[config.mk]
export PLATFORM = sky130hd
export DESIGN_NAME = seg7_decoder
export DESIGN_NICKNAME = d
export VERILOG_FILES = /design/src/rtl/seg7_decoder.sv
export SDC_FILE = /design/constraint.sdc
export NUM_CORES = 1
export LEC_CHECK = 0
export ABC_AREA = 1
export BUFFER_PORTS_ARGS = -buffer_cell sky130_fd_sc_hd__buf_2
export CAP_MARGIN = 0
export CORE_MARGIN = 4
export CORE_UTILIZATION = 55
export DETAILED_ROUTE_END_ITERATION = 10
export HOLD_SLACK_MARGIN = 0.06
export PLACE_DENSITY = 0.87
export SLEW_MARGIN = 10
export SYNTH_ARGS = -nofsm -noshare
export SYNTH_HDL_FRONTEND = slang
export SYNTH_SLANG_ARGS = --single-unit
[constraint.sdc]
create_clock -name clk -period 4.83 [get_ports clk]
set_clock_uncertainty 0.2 [all_clocks]
set_input_delay 0.2415 -clock clk [delete_from_list [all_inputs] [get_ports clk]]
set_output_delay 0.2415 -clock clk [all_outputs]
set_load 0.005 [all_outputs]
[src/rtl/seg7_decoder.sv]
// Receive-side seven-segment decoder: debounces an active-low segment bus,
// maps each stable pattern back to a hex digit and hands it out via valid/ready.
module seg7_decoder #(
  parameter int STABLE_CYCLES = 4
) (
  input  logic       clk,
  input  logic       rst_n,
  input  logic       en,
  input  logic [6:0] seg_n,
  output logic       out_valid,
  input  logic       out_ready,
  output logic [3:0] out_digit,
  output logic       out_err,
  output logic       overrun,
  output logic [7:0] err_count
);

  // Handshake: an event is transferred on a rising edge where out_valid && out_ready;
  // out_valid never drops without an accept, and its payload is held while stalled.

  localparam logic [7:0] SAT   = 8'(STABLE_CYCLES);
  localparam logic [6:0] BLANK = 7'h7F;

  logic [6:0] seg_q;
  logic [6:0] last_pat;
  logic [7:0] cnt;
  logic       same;
  logic       fire;
  logic       blank;
  logic       match;
  logic [3:0] dec;
  logic [6:0] pat;

  always_comb begin
    same  = en && (seg_n == seg_q);
    // Fire only on the edge where the count reaches SAT, so a held pattern reports once.
    fire  = same && (cnt == SAT - 8'd1) && (seg_q != last_pat);
    blank = (seg_q == BLANK);
    pat   = ~seg_q;
    match = 1'b1;
    dec   = 4'h0;
    case (pat)
      7'h3F: dec = 4'h0;
      7'h06: dec = 4'h1;
      7'h5B: dec = 4'h2;
      7'h4F: dec = 4'h3;
      7'h66: dec = 4'h4;
      7'h6D: dec = 4'h5;
      7'h7D: dec = 4'h6;
      7'h07: dec = 4'h7;
      7'h7F: dec = 4'h8;
      7'h6F: dec = 4'h9;
      7'h77: dec = 4'hA;
      7'h7C: dec = 4'hB;
      7'h39: dec = 4'hC;
      7'h5E: dec = 4'hD;
      7'h79: dec = 4'hE;
      7'h71: dec = 4'hF;
      default: match = 1'b0;
    endcase
  end

  always_ff @(posedge clk) begin
    if (!rst_n) begin
      seg_q     <= BLANK;
      last_pat  <= BLANK;
      cnt       <= 8'd0;
      out_valid <= 1'b0;
      out_digit <= 4'h0;
      out_err   <= 1'b0;
      overrun   <= 1'b0;
      err_count <= 8'd0;
    end else begin
      seg_q <= seg_n;
      if (!same)
        cnt <= 8'd0;
      else if (cnt != SAT)
        cnt <= cnt + 8'd1;

      if (out_valid && out_ready)
        out_valid <= 1'b0;

      if (fire) begin
        last_pat <= seg_q;
        if (!blank) begin
          // Invalid patterns are counted even when the event itself is dropped.
          if (!match && err_count != 8'hFF)
            err_count <= err_count + 8'd1;
          if (!out_valid || out_ready) begin
            out_valid <= 1'b1;
            out_digit <= match ? dec : 4'h0;
            out_err   <= !match;
          end else begin
            overrun <= 1'b1;
          end
        end
      end
    end
  end

endmodule

-- Yosys cells after proc, flatten, opt, wreduce, memory -nomap -nowiden
Cells that the tools add are included.
- register bits after elaboration: 37
- input bits: 11
- logic and storage cells: 55
- add/sub/neg operators: 2
- equality and inequality tests: 22
- mux-type cells: 7
- bitwise gates (word level): 3
- reduce and logical (&&, ||, !) cells: 13
- operators by type and width (operator ; number):
    equality test 7 bit (second input constant) ; 13
    one-hot mux 4 bit (15 select lines) ; 1
    adder 8 x 1 -> 8 bit (second input constant) ; 2
    OR reduction 16 bit ; 1
    equality test 7 x 3 -> 1 bit (second input constant) ; 2
    equality test 7 x 6 -> 1 bit (second input constant) ; 2
    AND reduction 3 bit ; 3
    equality test 8 x 2 -> 1 bit (second input constant) ; 1
    inequality test 8 x 3 -> 1 bit (second input constant) ; 1
    inequality test 8 bit (second input constant) ; 1
    equality test 7 bit ; 1
    inequality test 7 bit ; 1
    NOT 7 bit ; 1
    logical AND 1 bit ; 5
    two-way mux 1 bit ; 5
    two-way mux 4 bit ; 1
    logical NOT 1 bit ; 2
    NOT 1 bit ; 2
    AND reduction 2 bit ; 1
    logical OR 1 bit ; 1

-- Longest topological paths before layout
- word-level depth: 7
- depth in mapped cells: 13
- gate-level depth less buffers: 13

-- Least setup slack after synthesis
OpenSTA, ideal clock, no wires.
- path kind: register to register
- from: reg seg_q[4]
- to: reg out_digit[0]
- setup time: 0.123 ns
- arrival: 1.450 ns
- path slack: 3.057 ns
- cell stages (with the launch flop): 14
- path buffers: 2
- period minus slack after synthesis: 1.773 ns
- path through: dfxtp_1 -> buf_2 -> inv_1 -> nand2_1 -> nand2_1 -> nor2_1 -> nand2_1 -> nor2_2 -> nand3_4 -> nor2_4 -> buf_6 -> nand2_2 -> nand2_1 -> a21oi_1
- word-level cells in the longest chain between the ends: 5
- elaborated cells on any way between the ends: 29
- ends and longest elaborated chain (what ; RTL line ; text):
    start: declaration ; 24 ; logic [6:0] seg_q;
    start signal: assignment ; 74 ; seg_q <= seg_n;
    NOT 7 bit / equality test 7 bit (equally long branches) ; 39, 35 ;
    equality test 7 bit, or another cell as far along ; 42 ; case (pat)
    OR reduction 16 bit (no line) / logical AND 1 bit (equally long branches) ; n/a ;
    two-way mux 1 bit / logical AND 1 bit (equally long branches) ; 42, 37 ;
    two-way mux 4 bit / AND reduction 3 bit (equally long branches) ; n/a ;
    end signal: assignment ; 91 ; out_digit <= match ? dec : 4'h0;
    end: declaration ; 12 ; output logic [3:0] out_digit,
Parallel ways exist; a longest one is shown, timed or not.
A chain may end at the register's enable or synchronous reset.

-- Worst setup path in the final report
- from: reg seg_q[5]
- to: reg err_count[6]
- word-level cells in the longest chain between the ends: 7
- elaborated cells on any way between the ends: 29
- ends and longest elaborated chain (what ; RTL line ; text):
    NOT 7 bit ; 39 ; pat = ~seg_q;
    equality test 7 bit, or another cell as far along ; 42 ;
    OR reduction 16 bit (no line) ; n/a ;
    two-way mux 1 bit ; 42 ;
    logical NOT 1 bit ; 87 ; if (!match && err_count != 8'hFF)
    logical AND 1 bit ; 87 ;
    AND reduction 3 bit (no line) (*) ; n/a ;
    end signal: assignment ; 88 ; err_count <= err_count + 8'd1;
    end: declaration ; 15 ; output logic [7:0] err_count
Every way passes the cells marked *; elsewhere a longest branch is shown, timed or not.

==> summary.md <==
| Metric | Value |
|---|---|
| Status | `completed` |
| # clock sinks | `37` |
| Hold slack | `0.1108 ns` |
| Diode count | `0` |
| Period utilization | `0.4885` |
| Reg2Reg Setup Slack | `2.47 ns` |
| RR Endpoint | `err_count[6]$_SDFFE_PN0P_` |
| Maximum VDD drop | `0.0001421 V` |
| Fmax | `423.8 MHz` |
| Crit. End Element | `flop` |
| Fin. Hold Viols | `0` |
| Sequential area share after synthesis | `0.3450` |
| Clk slew on worst S/H paths | `0.07 ns` |
| Internal | `455.1 uW` |
| Synth Register Bits | `37` |
| Cell Area, Placed | `2288 sq um` |
| Reg-to-Reg Start | `seg_q[5]$_SDFF_PN1_` |
| Root Buffer | `clkbuf_8` |
| Multiplexer area fraction after synthesis | `0` |
| Worst Hold End | `overrun$_SDFFE_PN0P_` |
| DRC Markers | `0` |
| Clock network fraction of design power | `0.392` |
| Nets | `379` |
| Net Switching | `141.6 uW` |
| Routed vias/inst | `5.019` |
| Kind of critical path | `reg -> reg` |
| Combinational share of power | `0.080` |
| Num CTS Buffers | `5` |
| FF+latch area | `740.7 sq um` |
| Startpoint types | `flop` |
| First-pass detailed-route iteration total | `4` |
| Number of global-route vias before repair | `1,900` |
| Synth Area in Adders | `0.01748` |
| Yosys top cell area share | `0.3450` |
| Die Width | `70.48 um` |
| Via count | `2,078` |
| Syn Inst Count | `333` |
| RSZ-0062 raised after global routing | `false` |
| Compound-cell area share of the yosys netlist | `0.06119` |
| Seq pwr share | `0.529` |
| Slew Limit Fails | `0` |
| H-tree level count | `2` |
| Setup tns final | `0 ns` |
| Post-route cell area | `2460 sq um` |
| Hold path startpoint | `out_ready` |
| Syn Nets | `347` |
| Layout area overhead | `14.57%` |
| Avg WL per Cell | `11.43 um` |
| Syn avg cell area | `6.448 sq um` |
| Filler Cells Inserted | `343` |
| Worst R2R Path Depth | `12` |
| Worst setup slack after layout | `2.470 ns` |
| First-pass GRT wire length | `8183 um` |
| Largest net degree at the start of global routing | `24` |
| Synth top area cells | `dfxtp_1 (34%), nand2_1 (19%), nor2_1 (9.1%), inv_1 (6.3%), nand3_1 (4.7%)` |
| XOR/XNOR share of the synthesized area | `0.06119` |
| Area leader, netlist | `dfxtp_1` |
| IO Pins | `26` |
| Post-CTS Hold Fix Bufs | `7` |
| CTS tree | `built` |
| Area of the multi-input gates | `1209 sq um` |
| Slew HR | `0.7173` |
| Sw frac | `0.2374` |
| Post_cts resized | `0` |
| # setup viols final | `0` |
| CTS max path bufs | `2` |
| Syn Std Cell Area | `2147 sq um` |
| Maxcap violations | `0` |
| Total track usage | `0.2015` |
| Share of layout cells above drive strength 1 | `0.1393` |
| Place WS | `2.511 ns` |
| GPL Wtd Cong | `0.9538` |
| Post-CTS setup buffer count | `0` |
| Initial antenna violation count | `0` |
| Critical Path RT | `4.85 ns` |
| Worst skew pair latency | `0.29 ns` |
| Post-DRT Antenna Nets | `0` |
| Starting Density | `0.5778` |
| Power density over cell area | `242.6 nW/um^2` |
| Final wirelength | `4731 um` |
| LEAKAGE | `0.001292 uW` |
| HP Class | `in -> reg` |
| Post-DP HPWL | `3609 um` |
| Die height | `70.48 um` |
| Initial DRC count | `118` |
| Main combinational cell family by area after synthesis | `simple AND/OR/NAND/NOR gates` |
| Cell Rows | `22` |
| Max FO, Critical Path | `15` |
| DIE AREA | `4967 sq um` |
| Simple-Gate Fraction of Synth Area | `0.4231` |
| Worst hold path stage count | `4` |
| Worst Path Arrival | `2.38 ns` |
| Core Footprint | `3716 sq um` |
| Global route total overflow | `0` |
| Tightest Pin Transition | `0.4240 ns` |
| Port Buffers | `25` |
| Syn. warnings | `0` |
| Period minus WS final | `2.360 ns` |
| Distinct cells, synth | `28` |
flip-flops by register name, summed over array words and instances (netlist names):
signal	flops
overrun	1
last_pat	7
out_digit	4
seg_q	7
out_valid	1
cnt	8
err_count	8
out_err	1
layer usage:
layer / share of wire / GRT usage
met1: 0.45 / 0.2417
met2: 0.47 / 0.3441
met3: 0.062 / 0.05324
met4: 0.019 / 0.07021
met5: 0 / 0
power by group through the flow:
| stage | Clock (uW) | Combinational, uW | Sequential, uW |
|---|---|---|---|
| 2_1_floorplan | 0 | 35.0 | 318 |
| 3_3_place_gp | 0 | 43.2 | 322 |
| 3_5_place_dp | 0 | 43.0 | 322 |
| 4_1_cts | 242 | 47.4 | 315 |
| 5_1_grt | 255 | 54.2 | 316 |
| 6_report | 234 | 47.7 | 315 |
synthesized netlist by cell type:
master / instances
nand2_1: 108
nor2_1: 52
dfxtp_1: 37
inv_1: 36
nand3_1: 20
a21oi_1: 10
xor2_1: 9
nand4_1: 7
o211ai_1: 7
xnor2_1: 6
inv_2: 5
nor3_1: 5
nand2_2: 4
ha_1: 3
nor2_2: 3
o21ai_0: 3
buf_2: 2
buf_4: 2
clkbuf_1: 2
nand3_4: 2
nor2_4: 2
nor3b_1: 2
a211oi_1: 1
a31oi_1: 1
buf_6: 1
nor3_2: 1
nor4_1: 1
or2_2: 1
kinds of logic after synthesis:
family          Yosys count
compound gates           22
xor+xnor                 15
fa+ha+maj                 3
buf+inv                  48
flops                    37
simple gates            208
through the flow:
step / utilization / cells / total power [uW]
global placement: 0.6158 / 399 / 365.0
detailed placement: 0.6158 / 399 / 365.1
CTS: 0.6620 / 414 / 604.3
global route: 0.6620 / 414 / 625.3
finish: 0.6620 / 414 / 596.7
floorplan: - / 333 / 352.9
final cells by class:
type                       instances  share of cell area
clock inverter                     1            0.002035
sequential                        37              0.3011
timing repair buffer              32             0.07935
multi-input combinational        248              0.4914
tap                               48             0.02442
inverter                          41             0.06256
clock buffer                       7             0.03917
critical path, cell delays in order (launching register included):
cell and delay, ns:
dfxtp_1 0.51, inv_1 0.15, nand2_1 0.11, nand2_1 0.05, nor2_1 0.09, nand2_1 0.08
nor2_2 0.19, nand3_4 0.20, nor2_4 0.30, nand3_4 0.16, nand2_1 0.09, nand2_1 0.05
nor2_1 0.11
cells in the final DEF, fill, tap and decap left out:
cell	Yosys	routed
nand2_1	108	108
nor2_1	52	52
dfxtp_1	37	37
inv_1	36	36
buf_2	2	25
nand3_1	20	20
a21oi_1	10	10
xor2_1	9	9
nand4_1	7	7
o211ai_1	7	7
clkbuf_8	0	7
dlygate4sd3_1	0	7
xnor2_1	6	6
inv_2	5	5
nor3_1	5	5
nand2_2	4	4
nor2_2	3	3
o21ai_0	3	3
ha_1	3	3
nand3_4	2	2
nor2_4	2	2
nor3b_1	2	2
nor3_2	1	1
nor4_1	1	1
a31oi_1	1	1
or2_2	1	1
a211oi_1	1	1
clkinv_2	0	1
worst max path at each step:
stage | startpoint | end | cells past startpoint
2_1_floorplan | seg_q[4]$_SDFF_PN1_ | out_digit[0]$_SDFFE_PN0P_ | 13
3_3_place_gp | seg_q[5]$_SDFF_PN1_ | err_count[5]$_SDFFE_PN0P_ | 12
3_5_place_dp | seg_q[5]$_SDFF_PN1_ | err_count[3]$_SDFFE_PN0P_ | 12
4_1_cts | seg_q[5]$_SDFF_PN1_ | err_count[6]$_SDFFE_PN0P_ | 12
5_1_grt | seg_q[5]$_SDFF_PN1_ | err_count[3]$_SDFFE_PN0P_ | 12
6_report | seg_q[5]$_SDFF_PN1_ | err_count[6]$_SDFFE_PN0P_ | 12
Note: power is estimated with default switching activity, not from simulation.
